<file path="src/rtl/zero_flag_detector.sv">
// zero_flag_detector: two-stage valid/ready zero/ones/masked/equality flag unit.
// Optional sticky match flag enabled by defining ZERO_FLAG_STICKY_EN.
module zero_flag_detector #(
    parameter int WIDTH = 32,
    parameter int CHUNK = 8,
    parameter int CNT_W = 8
) (
    input  logic             clk,
    input  logic             rst_n,
    input  logic             flush,
    input  logic             in_valid,
    output logic             in_ready,
    input  logic [WIDTH-1:0] a,
    input  logic [WIDTH-1:0] b,
    input  logic [WIDTH-1:0] mask,
    input  logic [1:0]       mode,
    output logic             out_valid,
    input  logic             out_ready,
    output logic             Z,
    output logic             N,
`ifdef ZERO_FLAG_STICKY_EN
    input  logic             clr_sticky,
    output logic             sticky_z,
`endif
    output logic [CNT_W-1:0] run_cnt
);

    localparam int NCH = WIDTH / CHUNK;

    logic [WIDTH-1:0] w_v;
    logic [NCH-1:0]   w_chunk_z;
    logic             w_in_hs;
    logic             w_out_hs;
    logic             w_s2_load;
    logic             w_s1_open;

    logic             r_s1_valid;
    logic [NCH-1:0]   r_s1_chunk_z;
    logic             r_s1_n;
    logic             r_s2_valid;
    logic             r_s2_z;
    logic             r_s2_n;
    logic [CNT_W-1:0] r_run_cnt;

    // Select the vector whose all-zero state means "match" for this mode
    always_comb begin
        w_v = a;
        unique case (mode)
            2'd0: w_v = a;
            2'd1: w_v = ~a;
            2'd2: w_v = a & mask;
            2'd3: w_v = a ^ b;
            default: w_v = a;
        endcase
    end

    // Per-chunk zero reduction feeding stage 1
    for (genvar k = 0; k < NCH; k++) begin : g_chunk
        assign w_chunk_z[k] = ~|w_v[k*CHUNK +: CHUNK];
    end

    assign w_s2_load = r_s1_valid & (~r_s2_valid | out_ready);
    assign w_s1_open = ~r_s1_valid | w_s2_load;
    assign in_ready  = ~r_s1_valid | ~r_s2_valid | out_ready;
    assign w_in_hs   = in_valid & in_ready;
    assign w_out_hs  = r_s2_valid & out_ready;

    // Stage 1: capture chunk flags and sign on input handshake
    always_ff @(posedge clk or negedge rst_n) begin
        if (!rst_n) begin
            r_s1_valid   <= 1'b0;
            r_s1_chunk_z <= '0;
            r_s1_n       <= 1'b0;
        end else if (flush) begin
            r_s1_valid <= 1'b0;
        end else if (w_s1_open) begin
            r_s1_valid <= w_in_hs;
            if (w_in_hs) begin
                r_s1_chunk_z <= w_chunk_z;
                r_s1_n       <= a[WIDTH-1];
            end
        end
    end

    // Stage 2: combine chunk flags into Z, hold while stalled
    always_ff @(posedge clk or negedge rst_n) begin
        if (!rst_n) begin
            r_s2_valid <= 1'b0;
            r_s2_z     <= 1'b0;
            r_s2_n     <= 1'b0;
        end else if (flush) begin
            r_s2_valid <= 1'b0;
        end else if (w_s2_load) begin
            r_s2_valid <= 1'b1;
            r_s2_z     <= &r_s1_chunk_z;
            r_s2_n     <= r_s1_n;
        end else if (w_out_hs) begin
            r_s2_valid <= 1'b0;
        end
    end

    // Saturating count of consecutive delivered matches
    always_ff @(posedge clk or negedge rst_n) begin
        if (!rst_n) begin
            r_run_cnt <= '0;
        end else if (w_out_hs) begin
            if (!r_s2_z)
                r_run_cnt <= '0;
            else if (r_run_cnt != {CNT_W{1'b1}})
                r_run_cnt <= r_run_cnt + CNT_W'(1);
        end
    end

`ifdef ZERO_FLAG_STICKY_EN
    logic r_sticky;

    // Sticky match: set on delivered match, set beats clear
    always_ff @(posedge clk or negedge rst_n) begin
        if (!rst_n)
            r_sticky <= 1'b0;
        else if (w_out_hs && r_s2_z)
            r_sticky <= 1'b1;
        else if (clr_sticky)
            r_sticky <= 1'b0;
    end

    assign sticky_z = r_sticky;
`endif

    assign out_valid = r_s2_valid;
    assign Z         = r_s2_z;
    assign N         = r_s2_n;
    assign run_cnt   = r_run_cnt;

endmodule
</file>
<file path="config.mk">
export PLATFORM = sky130hd
export DESIGN_NAME = zero_flag_detector
export DESIGN_NICKNAME = d
export VERILOG_FILES = /design/src/rtl/zero_flag_detector.sv
export SDC_FILE = /design/constraint.sdc
export NUM_CORES = 1
export LEC_CHECK = 0
export ABC_AREA = 1
export CELL_PAD_IN_SITES_DETAIL_PLACEMENT = 0
export CELL_PAD_IN_SITES_GLOBAL_PLACEMENT = 1
export CORE_AREA = 2 2 96 98
export CTS_CLUSTER_DIAMETER = 40
export DETAILED_ROUTE_END_ITERATION = 8
export DIE_AREA = 0 0 98 100
export GPL_ROUTABILITY_DRIVEN = 0
export PLACE_DENSITY_LB_ADDON = 0.1
export SETUP_SLACK_MARGIN = 0.2
export SLEW_MARGIN = 15
export SYNTH_ARGS = -nofsm -noshare
export SYNTH_HDL_FRONTEND = slang
export SYNTH_SLANG_ARGS = --single-unit
</file>
<file path="constraint.sdc">
create_clock -name clk -period 1.75 [get_ports clk]
set_clock_uncertainty 0.1 [all_clocks]
set_input_delay 0.175 -clock clk [delete_from_list [all_inputs] [get_ports clk]]
set_output_delay 0.175 -clock clk [all_outputs]
set_load 0.05 [all_outputs]
</file>
==> out/results.txt <==
CTS clock-pin slew for the worst setup and hold paths -> 0.07 ns
number of standard cells after synthesis -> 397
DRC violations left -> 0
worst slack, placed -> -0.154 ns
delay of the slowest critical-path stage -> 0.44 ns
WL/cell -> 11.7 um
overflow left after global routing -> 0
final hold violation count -> 0
clock tree from TritonCTS -> yes
horizontal die dimension -> 98 um
share of the clock period used by the worst path -> 84.3%
clock net sink count -> 17
number of nets in the layout -> 620
RSZ-0062 raised after global routing -> true
startpoint kind of the worst setup timing path -> register
final antenna diode count -> 0
Final Power -> 1.35 mW
area growth from synthesis to layout -> 65.7%
Max Fclk -> 678 MHz
Core ar. -> 8890 um^2
Final Critical Period -> 1.47 ns
number of H-tree levels -> 1
number of antenna violations at the first check in global routing -> 0
HP Class -> primary input to async pin
result of the run -> completed
total global routing track utilization -> 15.1%
Top Ports -> 115
global-route wire length before repair -> 12300 um
area of the die -> 9800 um^2
worst path required time -> 1.79 ns
gate family responsible for the most delay along the worst path -> flip-flops
clock latency reported for the late side of the worst-skew pair -> 0.26 ns
deepest clock path buffer count -> 2
total number of placement rows -> 35
max-cap check violation count -> 0
final setup vio count -> 0
post-synthesis cell area -> 2070 um^2
post-synth top area share -> 28.5%
mean cell area of the mapped netlist -> 5.21 um^2
cell with the biggest individual delay on the critical path -> sky130_fd_sc_hd__dfrtp_2
Final ANT Viol Nets -> 0
DRT iter0 DRCs -> 41
capturing element type of the critical path -> register
routed vias -> 2734
setup TNS after final layout -> 0 ns
warnings from Yosys -> 0
power density relative to cell area -> 395 nW/um^2
sum of routed wire length over all layers -> 7350 um
placed cell areas -> 3340 um^2
Port Buf Inserts -> 114
critical path arrival -> 1.52 ns
number of register bits inferred by synthesis -> 17
highest ir drop seen on vdd -> 0.000218 V
cell accounting for the most synthesized area -> sky130_fd_sc_hd__nand2_1
list of cells traversed by the critical path -> ha_4 -> and3_1 -> nand3_1 -> nand2_2 -> buf_6 -> nand2_1 -> o21ai_0
leakage power of the design -> 1.74 nW
post-synth cell types -> 23
final cell area excluding filler cells -> 3430 um^2
Vert. Die Dim -> 100 um
Slew Limit Headroom -> 76.7%
Initial Util -> 23.3%
max-slew violation total from the final report -> 0
Via-to-Cell Ratio -> 4.37
DPL Wire Length -> 6040 um
number of buffer and inverter stages on the critical path -> 1
final worst slack -> 0.275 ns
clock tree root driver cell -> sky130_fd_sc_hd__clkbuf_8
number of buffers created by CTS -> 3
Critical path origin -> run_cnt[1]
Crit Reg-Reg Startpoint -> run_cnt[1]
worst setup path category -> register to register
largest driver fanout on the critical path -> 8
share of synthesized area occupied by flip-flops and latches -> 20.6%
synthesized net count -> 501
fraction of final layout cells sized beyond drive strength 1 -> 8.93%
pin count of the biggest net entering global routing -> 38
cell types with the largest area share after synthesis -> sky130_fd_sc_hd__nand2_1 (28%), sky130_fd_sc_hd__dfrtp_1 (21%), sky130_fd_sc_hd__inv_1 (11%), sky130_fd_sc_hd__o21ai_0 (9.4%), sky130_fd_sc_hd__nor2_1 (9.3%)
total iterations of the first detailed-routing run -> 4
measured slew at the worst slew-check pin -> 0.350 ns
vias in the first global route -> 2816
-- metrics by stage --
step | util (%) | cells | hold WS (ns)
final | 38.6 | 626 | 0.145
after global routing | 38.6 | 626 | 0.163
after CTS | 38.2 | 624 | 0.150
after detailed placement | 37.6 | 619 | 0.371
after global placement | 37.6 | 619 | 0.366
after floorplan | - | 397 | -0.221
-- Yosys cell counts, drive strengths merged --
master / count
o21ai: 48
nand2: 157
o21bai: 1
inv: 63
dfrtp: 17
nand3b: 1
nor3: 2
nand3: 25
o211ai: 6
a21boi: 1
or2: 2
and3: 1
a21oi: 7
buf: 12
ha: 1
nor2: 51
nand4: 2
-- registers in the layout (all words and copies together) (netlist names) --
signal        count
N                 1
Z                 1
out_valid         1
r_s1_chunk_z      4
r_s1_n            1
r_s1_valid        1
run_cnt           8
-- power breakdown --
group | total (mW) | switching, mW | internal [mW]
clock network | 0.308 | 0.149 | 0.158
logic | 0.618 | 0.290 | 0.328
registers | 0.428 | 0.0151 | 0.413
-- final timing paths --
path / endpoint / slack, ns / cells past startpoint
min: out_valid / 0.15 / 2
max in group asynchronous: Z / 1.18 / 2
max reg2reg: run_cnt[7] / 0.28 / 7
max: run_cnt[7] / 0.28 / 7
min reg2reg: N / 0.38 / 2
min in group clk: N / 0.38 / 2
-- timing repair --
item	4_1_cts	5_1_grt
resized for setup	4	6
hold buffers	0	0
buffers inserted	1	2
setup endpoints to repair	7	10
-- worst reg2reg max path, cell delays in order, from the launching register on --
cell	delay, ns
sky130_fd_sc_hd__dfrtp_2	0.44
sky130_fd_sc_hd__ha_4	0.18
sky130_fd_sc_hd__and3_1	0.20
sky130_fd_sc_hd__nand3_1	0.10
sky130_fd_sc_hd__nand2_2	0.09
sky130_fd_sc_hd__buf_6	0.15
sky130_fd_sc_hd__nand2_1	0.05
sky130_fd_sc_hd__o21ai_0	0.07
-- metal layers --
layer  up-vias  routed length (um)  track usage (%)
li1       1464                   -                -
met1      1196                3110             17.7
met2        68                3800             28.9
met3         6                 359             1.95
met4         0                  82             3.95
met5         -                   0                0
-- kinds of logic after synthesis --
kind of cell	share of synthesized area, %
AO/OA/AOI/OAI	16.2
adder cells (fa/ha/maj)	0.605
buffers and inverters	16.5
flip-flops	20.6
AND/OR/NAND/NOR	46.2
-- cell type report --
class / count / area [um^2]
fill: 973 / 5460
multi-input combinational: 305 / 1340
timing repair buffer: 126 / 1230
sequential: 17 / 433
inverter: 63 / 239
tap: 111 / 139
clock buffer: 3 / 41.3
clock inverter: 1 / 5.00
-- layout by cell type, fill, tap and decap left out, drive strengths merged --
cell type      netlist  layout
buf                 12      24
o21ai               48      48
clkbuf               0       3
and3                 1       1
or2                  2       2
nand3               25      25
o21bai               1       1
dfrtp               17      17
nand4                2       2
nor2                51      51
dlymetal6s2s         0       1
dlygate4sd2          0       1
a21boi               1       1
nand2              157     157
o211ai               6       6
nor3                 2       2
a21oi                7       7
nand3b               1       1
inv                 63      63
clkinv               0       1
clkdlybuf4s50        0     100
ha                   1       1
Power figures use the tool's default switching activity.
